<file path="src/rtl/count_seq_ctrl.sv">
// count_seq_ctrl: limited-run step sequencer over a WIDTH-bit register.
// Steps up, down, Gray-up or one-hot ring; supports pause/resume and load.
module count_seq_ctrl #(
  parameter int WIDTH = 3,
  parameter int LIMW  = 8
) (
  input  logic             clk,
  input  logic             rst,
  input  logic             start,
  input  logic             stop,
  input  logic [1:0]       mode,
  input  logic [LIMW-1:0]  limit,
  input  logic             load_en,
  input  logic [WIDTH-1:0] load_val,
  output logic [WIDTH-1:0] q,
  output logic             busy,
  output logic             step_en,
  output logic             done
);

  typedef enum logic [1:0] {
    S_IDLE,
    S_RUN,
    S_PAUSE,
    S_DONE
  } state_e;

  state_e            state_q, state_d;
  logic [WIDTH-1:0]  q_q, q_d;
  logic [1:0]        mode_q, mode_d;
  logic [LIMW-1:0]   lim_q, lim_d;
  logic [LIMW-1:0]   cnt_q, cnt_d;
  logic [LIMW-1:0]   cnt_inc;
  logic              step_q, step_d;
  logic              done_q, done_d;
  logic              last;

  function automatic logic [WIDTH-1:0] next_val(
    input logic [WIDTH-1:0] v,
    input logic [1:0]       m
  );
    logic [WIDTH-1:0] b;
    logic [WIDTH-1:0] r;
    b = '0;
    r = v;
    case (m)
      2'b00: r = v + WIDTH'(1);
      2'b01: r = v - WIDTH'(1);
      2'b10: begin
        b[WIDTH-1] = v[WIDTH-1];
        for (int i = WIDTH-2; i >= 0; i--) begin
          b[i] = b[i+1] ^ v[i];
        end
        b = b + WIDTH'(1);
        r = b ^ (b >> 1);
      end
      default: begin
        if (v == '0) r = WIDTH'(1);
        else         r = {v[WIDTH-2:0], v[WIDTH-1]};
      end
    endcase
    return r;
  endfunction

  assign cnt_inc = cnt_q + LIMW'(1);
  assign last    = (lim_q != '0) && (cnt_inc == lim_q);

  always_comb begin
    state_d = state_q;
    q_d     = q_q;
    mode_d  = mode_q;
    lim_d   = lim_q;
    cnt_d   = cnt_q;
    step_d  = 1'b0;
    done_d  = 1'b0;
    unique case (state_q)
      S_IDLE: begin
        if (load_en) q_d = load_val;
        if (start) begin
          state_d = S_RUN;
          mode_d  = mode;
          lim_d   = limit;
          cnt_d   = '0;
        end
      end
      S_RUN: begin
        if (stop) begin
          state_d = S_PAUSE;
        end else begin
          q_d    = next_val(q_q, mode_q);
          step_d = 1'b1;
          // free-run saturates so the count never wraps
          if (cnt_q != '1) cnt_d = cnt_inc;
          if (last) begin
            state_d = S_DONE;
            done_d  = 1'b1;
          end
        end
      end
      S_PAUSE: begin
        if (start) state_d = S_RUN;
      end
      default: state_d = S_IDLE;
    endcase
  end

  always_ff @(posedge clk) begin
    if (rst) begin
      state_q <= S_IDLE;
      q_q     <= '0;
      mode_q  <= '0;
      lim_q   <= '0;
      cnt_q   <= '0;
      step_q  <= 1'b0;
      done_q  <= 1'b0;
    end else begin
      state_q <= state_d;
      q_q     <= q_d;
      mode_q  <= mode_d;
      lim_q   <= lim_d;
      cnt_q   <= cnt_d;
      step_q  <= step_d;
      done_q  <= done_d;
    end
  end

  assign q       = q_q;
  assign busy    = (state_q == S_RUN) || (state_q == S_PAUSE);
  assign step_en = step_q;
  assign done    = done_q;

endmodule

</file>
<file path="config.mk">
export PLATFORM = sky130hd
export DESIGN_NAME = count_seq_ctrl
export DESIGN_NICKNAME = d
export VERILOG_FILES = /design/src/rtl/count_seq_ctrl.sv
export SDC_FILE = /design/constraint.sdc
export NUM_CORES = 1
export LEC_CHECK = 0
export BUFFER_PORTS_ARGS = -buffer_cell sky130_fd_sc_hd__buf_2
export CAP_MARGIN = 40
export CELL_PAD_IN_SITES_DETAIL_PLACEMENT = 1
export CELL_PAD_IN_SITES_GLOBAL_PLACEMENT = 1
export CORE_MARGIN = 4
export CORE_UTILIZATION = 42
export DETAILED_ROUTE_END_ITERATION = 10
export PLACE_DENSITY_LB_ADDON = 0.08
export RECOVER_POWER = 50
export SYNTH_ARGS = -nofsm -noshare
export SYNTH_HDL_FRONTEND = slang
export SYNTH_SLANG_ARGS = --single-unit
</file>
<file path="constraint.sdc">
create_clock -name clk -period 2.1 [get_ports clk]
set_input_delay 0.21 -clock clk [delete_from_list [all_inputs] [get_ports clk]]
set_output_delay 0.21 -clock clk [all_outputs]
set_load 0.01 [all_outputs]
</file>
==> qor.csv <==
metric,value,unit
largest net degree at the start of global routing,35,
hold crit path type,input pin to flip-flop,
Post-CTS Hold Buffers,0,
minimum clock period,2.00,ns
Area Overhead vs Synth,10.3,%
Final Core Density,49.1,%
period utilization,95.3,%
Vias,1588,
fmax,500,MHz
Worst Hold Depth,3,
fin worst setup slack,0.0981,ns
RSZ-0062 raised after global routing,false,
Cell Int Power,0.796,mW
Max-Cap Viols,0,
Final Hold Viols,0,
layout cell share with drive strength beyond 1,16.6,%
setup_tns,0,ns
Critical Path RT,2.30,ns
vias in the first global route,1628,
Routed Antenna Nets,0,
FF-to-FF Start,mode_q[1],
Post-Syn Nets,228,
Initial DRC Count,91,
CTS Buf Count,3,
final slew viol count,0,
Critical Path Source Type,flip-flop,
clock root buffer,clkbuf_8,
row count,22,
Max rail drop VDD,0.438,mV
IO buf count,23,
"FFs w/ async S/R, synth",0,%
post-DP HPWL,3.46,mm
TritonCTS clock tree,done,
wire per inst,16.7,µm
first-pass iteration count of the detailed router,4,
Post-Place Worst Slack,0.0982,ns
vias per cell,5.86,
full die area,5040,µm²
register area share after synthesis,30.0,%
Nets,248,
Reg power frac,45.1,%
"EDFF count, synth",0,
Die Width,71.0,µm
Mapped Avg Cell Area,8.17,µm²
clock sinks,25,
global route total overflow,0,
Setup Skew,0.00606,ns
postcts setup bufs,0,
Slew @ Worst Pin,0.621,ns
synthesized flop and latch total,25,
Post-Syn Instances,204,
Max Buffers Root-to-Sink,2,
PwrDens,667,nW/µm²
reg2reg setup slack,0.1,ns
GP Congestion,0.835,
first-pass GRT wire length,7.79,mm
"Top FF cell, synth",dfxtp_1,
CTS H-tree lvls,1,
core area,3740,µm²
GRT Util Overall,19.0,%
final setup violation count,0,
reg-to-reg endpoint,q[2],
outcome,"complete, no violations",
combinational power share,31.3,%
Post-Syn Area,1670,µm²
Critical Path Sink Type,flip-flop,
height of the die,71.0,µm
Arrival @ worst endpoint,2.20,ns
sw frac,35.0,%
clock edge transition at the registers on the reported setup and hold paths,0.09,ns
LEAKAGE,0.684,nW
R2R cell count,7,
Initial Utilization,44.5,%
DRC errors left,0,
crit path max fanout,8,
Slew HR,58.6,%
Psw,0.429,mW
clock latency on the worst-skew pair,0.27,ns
antenna diode count,0,
antenna violations before repair,0,
routed wire length,4.52,mm
Clock power frac,23.6,%
Hold EP,lim_q[5],
Crit Path Category,flip-flop to flip-flop,
Hold Path Origin,limit[5],
IO Pins,24,
post-synth cell types,55,
synth warn,0,
registers in the layout, indices dropped and copies added, names as in the netlist:
signal / count
mode_q: 2
cnt_q: 8
state_q: 2
done: 1
step_en: 1
lim_q: 8
q: 3
layout by cell type (no fill, tap or decap), types with 3 or more instances in the layout:
| master | Yosys | routed |
|---|---|---|
| and3_1 | 3 | 3 |
| ha_1 | 5 | 5 |
| a21oi_1 | 17 | 17 |
| or4_1 | 3 | 3 |
| nor2_1 | 10 | 10 |
| nand3b_1 | 4 | 4 |
| or3_1 | 4 | 4 |
| a21oi_2 | 5 | 5 |
| nor2b_1 | 7 | 7 |
| o21ai_0 | 3 | 3 |
| clkbuf_1 | 5 | 7 |
| buf_2 | 1 | 17 |
| clkbuf_8 | 0 | 3 |
| xnor2_1 | 7 | 7 |
| nand2_1 | 29 | 29 |
| nand3_1 | 3 | 3 |
| a211o_1 | 5 | 4 |
| nand2b_1 | 3 | 3 |
| o32ai_1 | 4 | 4 |
| inv_1 | 10 | 10 |
| nor4_1 | 3 | 3 |
| dfxtp_1 | 25 | 25 |
| a211oi_1 | 6 | 6 |
worst max path at each step:
| stage | start | endpoint | slack [ns] | depth (start not counted) |
|---|---|---|---|---|
| after floorplan | cnt_q[0] | cnt_q[5] | 0.32 | 7 |
| after global placement | cnt_q[1] | cnt_q[5] | 0.22 | 6 |
| after detailed placement | cnt_q[1] | cnt_q[4] | 0.1 | 6 |
| after CTS | cnt_q[1] | cnt_q[7] | 0.08 | 6 |
| after global routing | mode_q[1] | q[2] | 0.01 | 7 |
| final | mode_q[1] | q[2] | 0.1 | 7 |
synth_stat cells, types with 4 or more instances:
cell | n | area, µm²
or3_1 | 4 | 25.0
nand3b_1 | 4 | 30.0
xnor2_1 | 7 | 61.3
a211o_1 | 5 | 43.8
a21oi_1 | 17 | 85.1
ha_1 | 5 | 62.6
nor2_1 | 10 | 37.5
dfxtp_1 | 25 | 500
o32ai_1 | 4 | 35.0
nand2_1 | 29 | 109
a21oi_2 | 5 | 43.8
clkbuf_1 | 5 | 18.8
a211oi_1 | 6 | 45.0
nor2b_1 | 7 | 43.8
inv_1 | 10 | 37.5
layout make-up:
| cell class | instances | area [µm²] |
|---|---|---|
| Fill cell | 496 | 1910 |
| Multi-Input combinational cell | 159 | 1070 |
| Timing Repair Buffer | 25 | 123 |
| Tap cell | 48 | 60.1 |
| Clock buffer | 4 | 45.0 |
| Inverter | 10 | 37.5 |
| Sequential cell | 25 | 500 |
stage by stage:
step / hold WS [ns] / power, mW / instance area [µm²] / std cells
finish: 0.173 / 1.23 / 1840 / 271
global route: 0.175 / 1.31 / 1840 / 271
CTS: 0.165 / 1.24 / 1840 / 271
detailed placement: 0.459 / 0.947 / 1800 / 267
global placement: 0.450 / 0.920 / 1800 / 267
floorplan: 0.346 / 0.838 / 1670 / 204
cells by family (layout without fill, tap and decap cells):
family          Yosys count  after routing  synth area share, %
compound gates           54             54                 23.7
buf+inv                  20             39                 5.71
xor+xnor                  9              9                 4.73
flops                    25             25                 30.0
simple gates             88             88                 29.7
fa+ha+maj                 6              6                 4.96
mux                       2              2                 1.20
worst max-delay path, cell delays in order (launching register included):
cell and delay (ns):
dfxtp_1 0.47, nor2b_1 0.12, fa_1 0.40, xnor2_1 0.18, mux2i_1 0.22, nand2_1 0.10
a211o_1 0.30, a21oi_1 0.14
per-layer routing:
layer / vias to the layer above / GRT usage, % / routed length, µm
li1: 779 / - / -
met1: 776 / 25.2 / 2180
met2: 24 / 31.9 / 2140
met3: 9 / 3.13 / 116
met4: 0 / 5.22 / 76
met5: - / 0 / 0
power groups by stage:
stage               registers [mW]  clock network, mW  logic (mW)
global route                 0.561              0.321       0.425
CTS                          0.553              0.306       0.387
finish                       0.553              0.290       0.383
floorplan                    0.557                  0       0.280
global placement             0.560                  0       0.360
detailed placement           0.564                  0       0.384
repair_timing:
action,in CTS,in global routing
gates resized for setup,0,1
endpoints found under the hold margin,0,0
endpoints found under the setup margin,0,5
(Power assumes the default switching activity.)
